**src/rtl/idu.sv**
```systemverilog
// Instruction decode stage: RV64I decoder, load-use hazard detection and
// the ID/EX pipeline register.
module idu (
   input  logic        clk,
   input  logic        rstn,
   input  logic        update,
   input  logic [63:0] ifu_pc,
   input  logic [63:0] ifu_snxt_pc,
   input  logic [31:0] ifu_instr,
   input  logic        ifu_valid,
   input  logic        flush_nop,
   input  logic [4:0]  exu_rd,
   input  logic        exu_mem_read,
   input  logic        exu_valid,
   output logic [4:0]  rs1_addr,
   output logic [4:0]  rs2_addr,
   input  logic [63:0] rs1_data,
   input  logic [63:0] rs2_data,
   output logic        hazard_stop,
   output logic [63:0] idu_pc,
   output logic [63:0] idu_snxt_pc,
   output logic [63:0] idu_rs1,
   output logic [63:0] idu_rs2,
   output logic [63:0] idu_imm,
   output logic [4:0]  idu_rd,
   output logic [3:0]  idu_alu_op,
   output logic        idu_word,
   output logic        idu_mem_read,
   output logic        idu_mem_write,
   output logic        idu_reg_write,
   output logic        idu_is_branch,
   output logic        idu_is_jump,
   output logic        idu_ebreak,
   output logic        idu_illegal,
   output logic        idu_valid
);

   typedef enum logic [6:0] {
      OPC_LUI    = 7'b0110111,
      OPC_AUIPC  = 7'b0010111,
      OPC_JAL    = 7'b1101111,
      OPC_JALR   = 7'b1100111,
      OPC_BRANCH = 7'b1100011,
      OPC_LOAD   = 7'b0000011,
      OPC_STORE  = 7'b0100011,
      OPC_OPIMM  = 7'b0010011,
      OPC_OP     = 7'b0110011,
      OPC_OPIMMW = 7'b0011011,
      OPC_OPW    = 7'b0111011,
      OPC_SYSTEM = 7'b1110011
   } opcode_e;

   typedef enum logic [3:0] {
      ALU_ADD  = 4'd0, ALU_SUB = 4'd1, ALU_SLL = 4'd2, ALU_SLT  = 4'd3,
      ALU_SLTU = 4'd4, ALU_XOR = 4'd5, ALU_SRL = 4'd6, ALU_SRA  = 4'd7,
      ALU_OR   = 4'd8, ALU_AND = 4'd9, ALU_PASSB = 4'd10
   } alu_op_e;

   logic [2:0]  f3;
   logic [6:0]  f7;
   logic [4:0]  rd;
   logic [63:0] imm_i, imm_s, imm_b, imm_u, imm_j;

   logic [63:0] d_imm;
   logic [3:0]  d_alu;
   logic        d_word, d_mr, d_mw, d_wr, d_br, d_jp, d_eb, d_ill;
   logic        use_rs1, use_rs2;

   assign f3       = ifu_instr[14:12];
   assign f7       = ifu_instr[31:25];
   assign rd       = ifu_instr[11:7];
   assign rs1_addr = ifu_instr[19:15];
   assign rs2_addr = ifu_instr[24:20];

   assign imm_i = {{52{ifu_instr[31]}}, ifu_instr[31:20]};
   assign imm_s = {{52{ifu_instr[31]}}, ifu_instr[31:25], ifu_instr[11:7]};
   assign imm_b = {{51{ifu_instr[31]}}, ifu_instr[31], ifu_instr[7],
                   ifu_instr[30:25], ifu_instr[11:8], 1'b0};
   assign imm_u = {{32{ifu_instr[31]}}, ifu_instr[31:12], 12'b0};
   assign imm_j = {{43{ifu_instr[31]}}, ifu_instr[31], ifu_instr[19:12],
                   ifu_instr[20], ifu_instr[30:21], 1'b0};

   always_comb begin
      d_imm   = '0;
      d_alu   = ALU_ADD;
      d_word  = 1'b0;
      d_mr    = 1'b0;
      d_mw    = 1'b0;
      d_wr    = 1'b0;
      d_br    = 1'b0;
      d_jp    = 1'b0;
      d_eb    = 1'b0;
      d_ill   = 1'b0;
      use_rs1 = 1'b0;
      use_rs2 = 1'b0;
      case (ifu_instr[6:0])
         OPC_LUI: begin
            d_imm = imm_u; d_alu = ALU_PASSB; d_wr = 1'b1;
         end
         OPC_AUIPC: begin
            d_imm = imm_u; d_wr = 1'b1;
         end
         OPC_JAL: begin
            d_imm = imm_j; d_wr = 1'b1; d_jp = 1'b1;
         end
         OPC_JALR: begin
            d_imm = imm_i; d_wr = 1'b1; d_jp = 1'b1; use_rs1 = 1'b1;
            d_ill = (f3 != 3'b000);
         end
         OPC_BRANCH: begin
            d_imm = imm_b; d_alu = ALU_SUB; d_br = 1'b1;
            use_rs1 = 1'b1; use_rs2 = 1'b1;
            d_ill = (f3 == 3'b010) || (f3 == 3'b011);
         end
         OPC_LOAD: begin
            d_imm = imm_i; d_mr = 1'b1; d_wr = 1'b1; use_rs1 = 1'b1;
            d_ill = (f3 == 3'b111);
         end
         OPC_STORE: begin
            d_imm = imm_s; d_mw = 1'b1; use_rs1 = 1'b1; use_rs2 = 1'b1;
            d_ill = f3[2];
         end
         OPC_OPIMM: begin
            d_imm = imm_i; d_wr = 1'b1; use_rs1 = 1'b1;
            case (f3)
               3'b000: d_alu = ALU_ADD;
               3'b010: d_alu = ALU_SLT;
               3'b011: d_alu = ALU_SLTU;
               3'b100: d_alu = ALU_XOR;
               3'b110: d_alu = ALU_OR;
               3'b111: d_alu = ALU_AND;
               3'b001: begin
                  d_alu = ALU_SLL;
                  d_ill = (ifu_instr[31:26] != 6'b000000);
               end
               default: begin
                  // RV64 shamt is 6 bits, so only instr[31:26] is funct
                  d_alu = ifu_instr[30] ? ALU_SRA : ALU_SRL;
                  d_ill = (ifu_instr[31:26] != 6'b000000) &&
                          (ifu_instr[31:26] != 6'b010000);
               end
            endcase
         end
         OPC_OP: begin
            d_wr = 1'b1; use_rs1 = 1'b1; use_rs2 = 1'b1;
            case (f3)
               3'b000:  d_alu = f7[5] ? ALU_SUB : ALU_ADD;
               3'b001:  d_alu = ALU_SLL;
               3'b010:  d_alu = ALU_SLT;
               3'b011:  d_alu = ALU_SLTU;
               3'b100:  d_alu = ALU_XOR;
               3'b101:  d_alu = f7[5] ? ALU_SRA : ALU_SRL;
               3'b110:  d_alu = ALU_OR;
               default: d_alu = ALU_AND;
            endcase
            if ((f3 == 3'b000) || (f3 == 3'b101))
               d_ill = (f7 != 7'b0000000) && (f7 != 7'b0100000);
            else
               d_ill = (f7 != 7'b0000000);
         end
         OPC_OPIMMW: begin
            d_imm = imm_i; d_wr = 1'b1; d_word = 1'b1; use_rs1 = 1'b1;
            case (f3)
               3'b000: d_alu = ALU_ADD;
               3'b001: begin
                  d_alu = ALU_SLL;
                  d_ill = (f7 != 7'b0000000);
               end
               3'b101: begin
                  d_alu = f7[5] ? ALU_SRA : ALU_SRL;
                  d_ill = (f7 != 7'b0000000) && (f7 != 7'b0100000);
               end
               default: d_ill = 1'b1;
            endcase
         end
         OPC_OPW: begin
            d_wr = 1'b1; d_word = 1'b1; use_rs1 = 1'b1; use_rs2 = 1'b1;
            case (f3)
               3'b000: begin
                  d_alu = f7[5] ? ALU_SUB : ALU_ADD;
                  d_ill = (f7 != 7'b0000000) && (f7 != 7'b0100000);
               end
               3'b001: begin
                  d_alu = ALU_SLL;
                  d_ill = (f7 != 7'b0000000);
               end
               3'b101: begin
                  d_alu = f7[5] ? ALU_SRA : ALU_SRL;
                  d_ill = (f7 != 7'b0000000) && (f7 != 7'b0100000);
               end
               default: d_ill = 1'b1;
            endcase
         end
         OPC_SYSTEM: begin
            d_imm   = imm_i;
            use_rs1 = 1'b1;
            d_eb    = (ifu_instr == 32'h0010_0073);
            d_ill   = !d_eb;
         end
         default: d_ill = 1'b1;
      endcase
      // illegal instructions travel as valid but side-effect free
      if (d_ill) begin
         d_wr = 1'b0; d_mr = 1'b0; d_mw = 1'b0;
         d_br = 1'b0; d_jp = 1'b0; d_eb = 1'b0;
      end
      if (rd == 5'd0)
         d_wr = 1'b0;
   end

   assign hazard_stop = ifu_valid && exu_valid && exu_mem_read && (exu_rd != 5'd0) &&
                        (((exu_rd == rs1_addr) && use_rs1) ||
                         ((exu_rd == rs2_addr) && use_rs2));

   always_ff @(posedge clk) begin
      if (!rstn) begin
         idu_pc        <= '0;
         idu_snxt_pc   <= '0;
         idu_rs1       <= '0;
         idu_rs2       <= '0;
         idu_imm       <= '0;
         idu_rd        <= '0;
         idu_alu_op    <= '0;
         idu_word      <= 1'b0;
         idu_mem_read  <= 1'b0;
         idu_mem_write <= 1'b0;
         idu_reg_write <= 1'b0;
         idu_is_branch <= 1'b0;
         idu_is_jump   <= 1'b0;
         idu_ebreak    <= 1'b0;
         idu_illegal   <= 1'b0;
         idu_valid     <= 1'b0;
      end else if (update) begin
         idu_pc      <= ifu_pc;
         idu_snxt_pc <= ifu_snxt_pc;
         idu_rs1     <= rs1_data;
         idu_rs2     <= rs2_data;
         idu_imm     <= d_imm;
         idu_alu_op  <= d_alu;
         idu_word    <= d_word;
         if (flush_nop || hazard_stop || !ifu_valid) begin
            idu_rd        <= '0;
            idu_mem_read  <= 1'b0;
            idu_mem_write <= 1'b0;
            idu_reg_write <= 1'b0;
            idu_is_branch <= 1'b0;
            idu_is_jump   <= 1'b0;
            idu_ebreak    <= 1'b0;
            idu_illegal   <= 1'b0;
            idu_valid     <= 1'b0;
         end else begin
            idu_rd        <= rd;
            idu_mem_read  <= d_mr;
            idu_mem_write <= d_mw;
            idu_reg_write <= d_wr;
            idu_is_branch <= d_br;
            idu_is_jump   <= d_jp;
            idu_ebreak    <= d_eb;
            idu_illegal   <= d_ill;
            idu_valid     <= 1'b1;
         end
      end
   end

endmodule
```
**config.mk**
```make
export PLATFORM = sky130hd
export DESIGN_NAME = idu
export DESIGN_NICKNAME = d
export VERILOG_FILES = /design/src/rtl/idu.sv
export SDC_FILE = /design/constraint.sdc
export NUM_CORES = 1
export LEC_CHECK = 0
export BUFFER_PORTS_ARGS = -buffer_cell sky130_fd_sc_hd__buf_2
export CAP_MARGIN = 20
export CORE_AREA = 4 4 252 254
export CTS_CLUSTER_DIAMETER = 100
export DETAILED_ROUTE_END_ITERATION = 16
export DIE_AREA = 0 0 256 258
export PLACE_DENSITY = 0.44
export SYNTH_ARGS = -nofsm -noshare
export SYNTH_HDL_FRONTEND = slang
export SYNTH_SLANG_ARGS = --single-unit
```
**constraint.sdc**
```tcl
create_clock -name clk -period 3.7 [get_ports clk]
set_input_delay 0.37 -clock clk [delete_from_list [all_inputs] [get_ports clk]]
set_output_delay 0.37 -clock clk [all_outputs]
set_load 0.1 [all_outputs]
```
==> flow_metrics.tcl <==
set metrics [dict create \
    first_pass_iters 5 \
    timing.final.crit_share 0.706 \
    reg2reg_depth 2 \
    maxSlewViolCount 0 \
    synth.distinct_cells 54 \
    synth_top_area_share 0.489 \
    ys_seq_area_frac 0.489 \
    worstSetupPathType "input port to output port" \
    cts_root_buffer "clkbuf_16" \
    tns_ns 0 \
    cp-start-kind "input port" \
    rows 91 \
    grt_max_degree 120 \
    htreeDepth 2 \
    ios 649 \
    synth_edf_count 0 \
    worst_clock_skew_ns 0 \
    antenna_found_initial 3 \
    grt_pass1_wl_microns 64800 \
    nets 2083 \
    holdPathStages 3 \
    cts-buffers-inserted 39 \
    min_from "rs2_data[24]" \
    coreArea_sq_um 61300 \
    rr_startpoint "idu_imm[62]" \
    die_area_sq_um 66000 \
    place.gp.congestion 0.860 \
    drt_iter0_drc 456 \
    post_cts_buffers 0 \
    clk_latency_ns 0.52 \
    final_antenna_net_count 0 \
    syn_area_sq_um 12500 \
    cp_data_required_time_ns 3.33 \
    fin_crit_ns 2.61 \
    timing.critical_path.from "ifu_instr[3]" \
    yosysWarnings 0 \
    cts_tree "done" \
    final_common_cell "buf_2" \
    drive_gt1_frac 0.402 \
    wl_microns 42800 \
    syn_nets 1506 \
    ir_worst_vdd_uv 309 \
    die_w_microns 256 \
    ys.flop_type "dfxtp_1" \
    cts.reportedPaths.clkPinSlew_ns 0.06 \
    wire_per_inst_microns 16.4 \
    grt_setup_unrepaired "no" \
    layout_common_cells "buf_2, dfxtp_1, nor2b_1, mux2i_1, nand2_1" \
    syn_avg_cell_area_sq_um 10.4 \
    viasPerCell 4.02 \
    ys_ff_latch 306 \
    port_buffers 648 \
    total_leakage_power_uw 0.00865 \
    maxSlewHeadroom 0.332 \
    max-cap-violations 0 \
    synthArstFlopShare 0 \
    ctsResizeCount 0 \
    start_util 0.204 \
    yosys-top-cells-area "dfxtp_1, mux2i_1, nor2b_1" \
    dp_hpwl_microns 31900 \
    grt_usage 0.122 \
    status "finished, final reports clean" \
    placed_area_sq_um 16200 \
    final_area_sq_um 17500 \
    clkSinkCount 306 \
    gr-total-overflow 0 \
    fp.dieH_microns 258 \
    yosys.area.top_type "dfxtp_1" \
    cp_max_fo 16 \
    worst_pin_slew_ns 1.00 \
    p_per_area_nw_per_um2 545 \
    cp.arrival_ns 2.24 \
    vias 10500 \
    hold_class "input port to flop" \
    clk_path_buf_depth 3 \
    end_kind "output port" \
    area_delta_synth_final_pct 40.0 \
    fmax_mhz 383 \
    setup_viol 0 \
    hold_buffers 0 \
    post-route-drc-count 0 \
    hold_viol 0 \
    grt_pass1_vias 10600 \
    postSynthCellCount 1206 \
]
-- report_power, final --
group	leakage [uW]	internal [uW]	switching, uW
logic	0.00548	479	1730
registers	0.00252	3470	83.8
clock network	0.000653	2320	1480
-- layout make-up --
type,count,area [sq um]
Fill cell,6523,43700
Tap cell,790,988
Clock buffer,58,1200
Clock inverter,12,97.6
Timing Repair Buffer,655,3340
Inverter,6,22.5
Multi-Input combinational cell,775,5750
Sequential cell,306,6130
Antenna cell,3,7.51
-- critical path: stages --
cell,delay (ns)
buf_2,0.19
nand3b_1,0.35
nor3_1,0.41
o2111ai_1,0.20
a21oi_2,0.25
buf_2,0.47
-- routing by layer --
layer	global-route usage	wire, microns
met2	0.210	20800
met1	0.145	17500
met4	0.0410	1210
met3	0.0386	3290
met5	0	0
-- Yosys cell counts (2+ instances only) --
cell	n
nor4_1	4
buf_2	16
o2111ai_1	3
xor2_1	8
nor4b_1	2
clkbuf_1	45
a41oi_1	2
nor3_1	9
xnor2_1	3
buf_1	15
o211ai_1	2
a32o_1	2
a211o_1	2
a21boi_0	7
and3_1	2
a221oi_1	9
nor3b_1	2
dfxtp_1	306
nand2b_1	12
buf_4	43
o21ai_1	3
o21ai_0	13
o22a_1	2
nand2_1	54
a22o_1	6
nor3_4	2
nand3_1	21
or4_1	3
a22oi_1	7
nor2b_1	278
nand3b_1	3
nand4_1	3
inv_1	5
mux2i_1	256
nor2_1	17
o22ai_1	3
a21oi_1	19
-- sequential cells by signal, indices dropped and copies added, names as in the netlist --
signal,cells
idu_alu_op,4
idu_ebreak,1
idu_illegal,1
idu_imm,32
idu_is_branch,1
idu_is_jump,1
idu_mem_read,1
idu_mem_write,1
idu_pc,64
idu_rd,5
idu_reg_write,1
idu_rs1,64
idu_rs2,64
idu_snxt_pc,64
idu_valid,1
idu_word,1
-- cells by family after synthesis --
family / Yosys count / share of synthesized area
and+or+nand+nor: 422 / 0.199
DFF: 306 / 0.489
muxes: 256 / 0.205
buffers and inverters: 125 / 0.0519
AOI/OAI and AO/OA: 86 / 0.0473
xor gates and xnor gates: 11 / 0.00769
-- per-stage QoR --
step / instances / setup slack (ns) / hold WS [ns] / util / power [uW]
4_1_cts: 2601 / 1.13 / 0.0413 / 0.286 / 9750
3_3_place_gp: 2531 / 1.22 / 0.446 / 0.265 / 5840
5_1_grt: 2604 / 0.995 / 0.0614 / 0.286 / 9980
3_5_place_dp: 2531 / 1.14 / 0.442 / 0.265 / 5850
2_1_floorplan: 1206 / 0.820 / 0.479 / - / 5370
6_report: 2605 / 1.09 / 0.0926 / 0.286 / 9560
-- worst paths after layout --
| kind | endpoint | slack [ns] |
|---|---|---|
| worst max-delay path | hazard_stop | 1.09 |
| worst min register to register | idu_imm[4] | 0.45 |
| worst max register to register | idu_imm[62] | 2.53 |
| worst min-delay path | idu_rs2[24] | 0.09 |
Power figures use the tool's default switching activity.
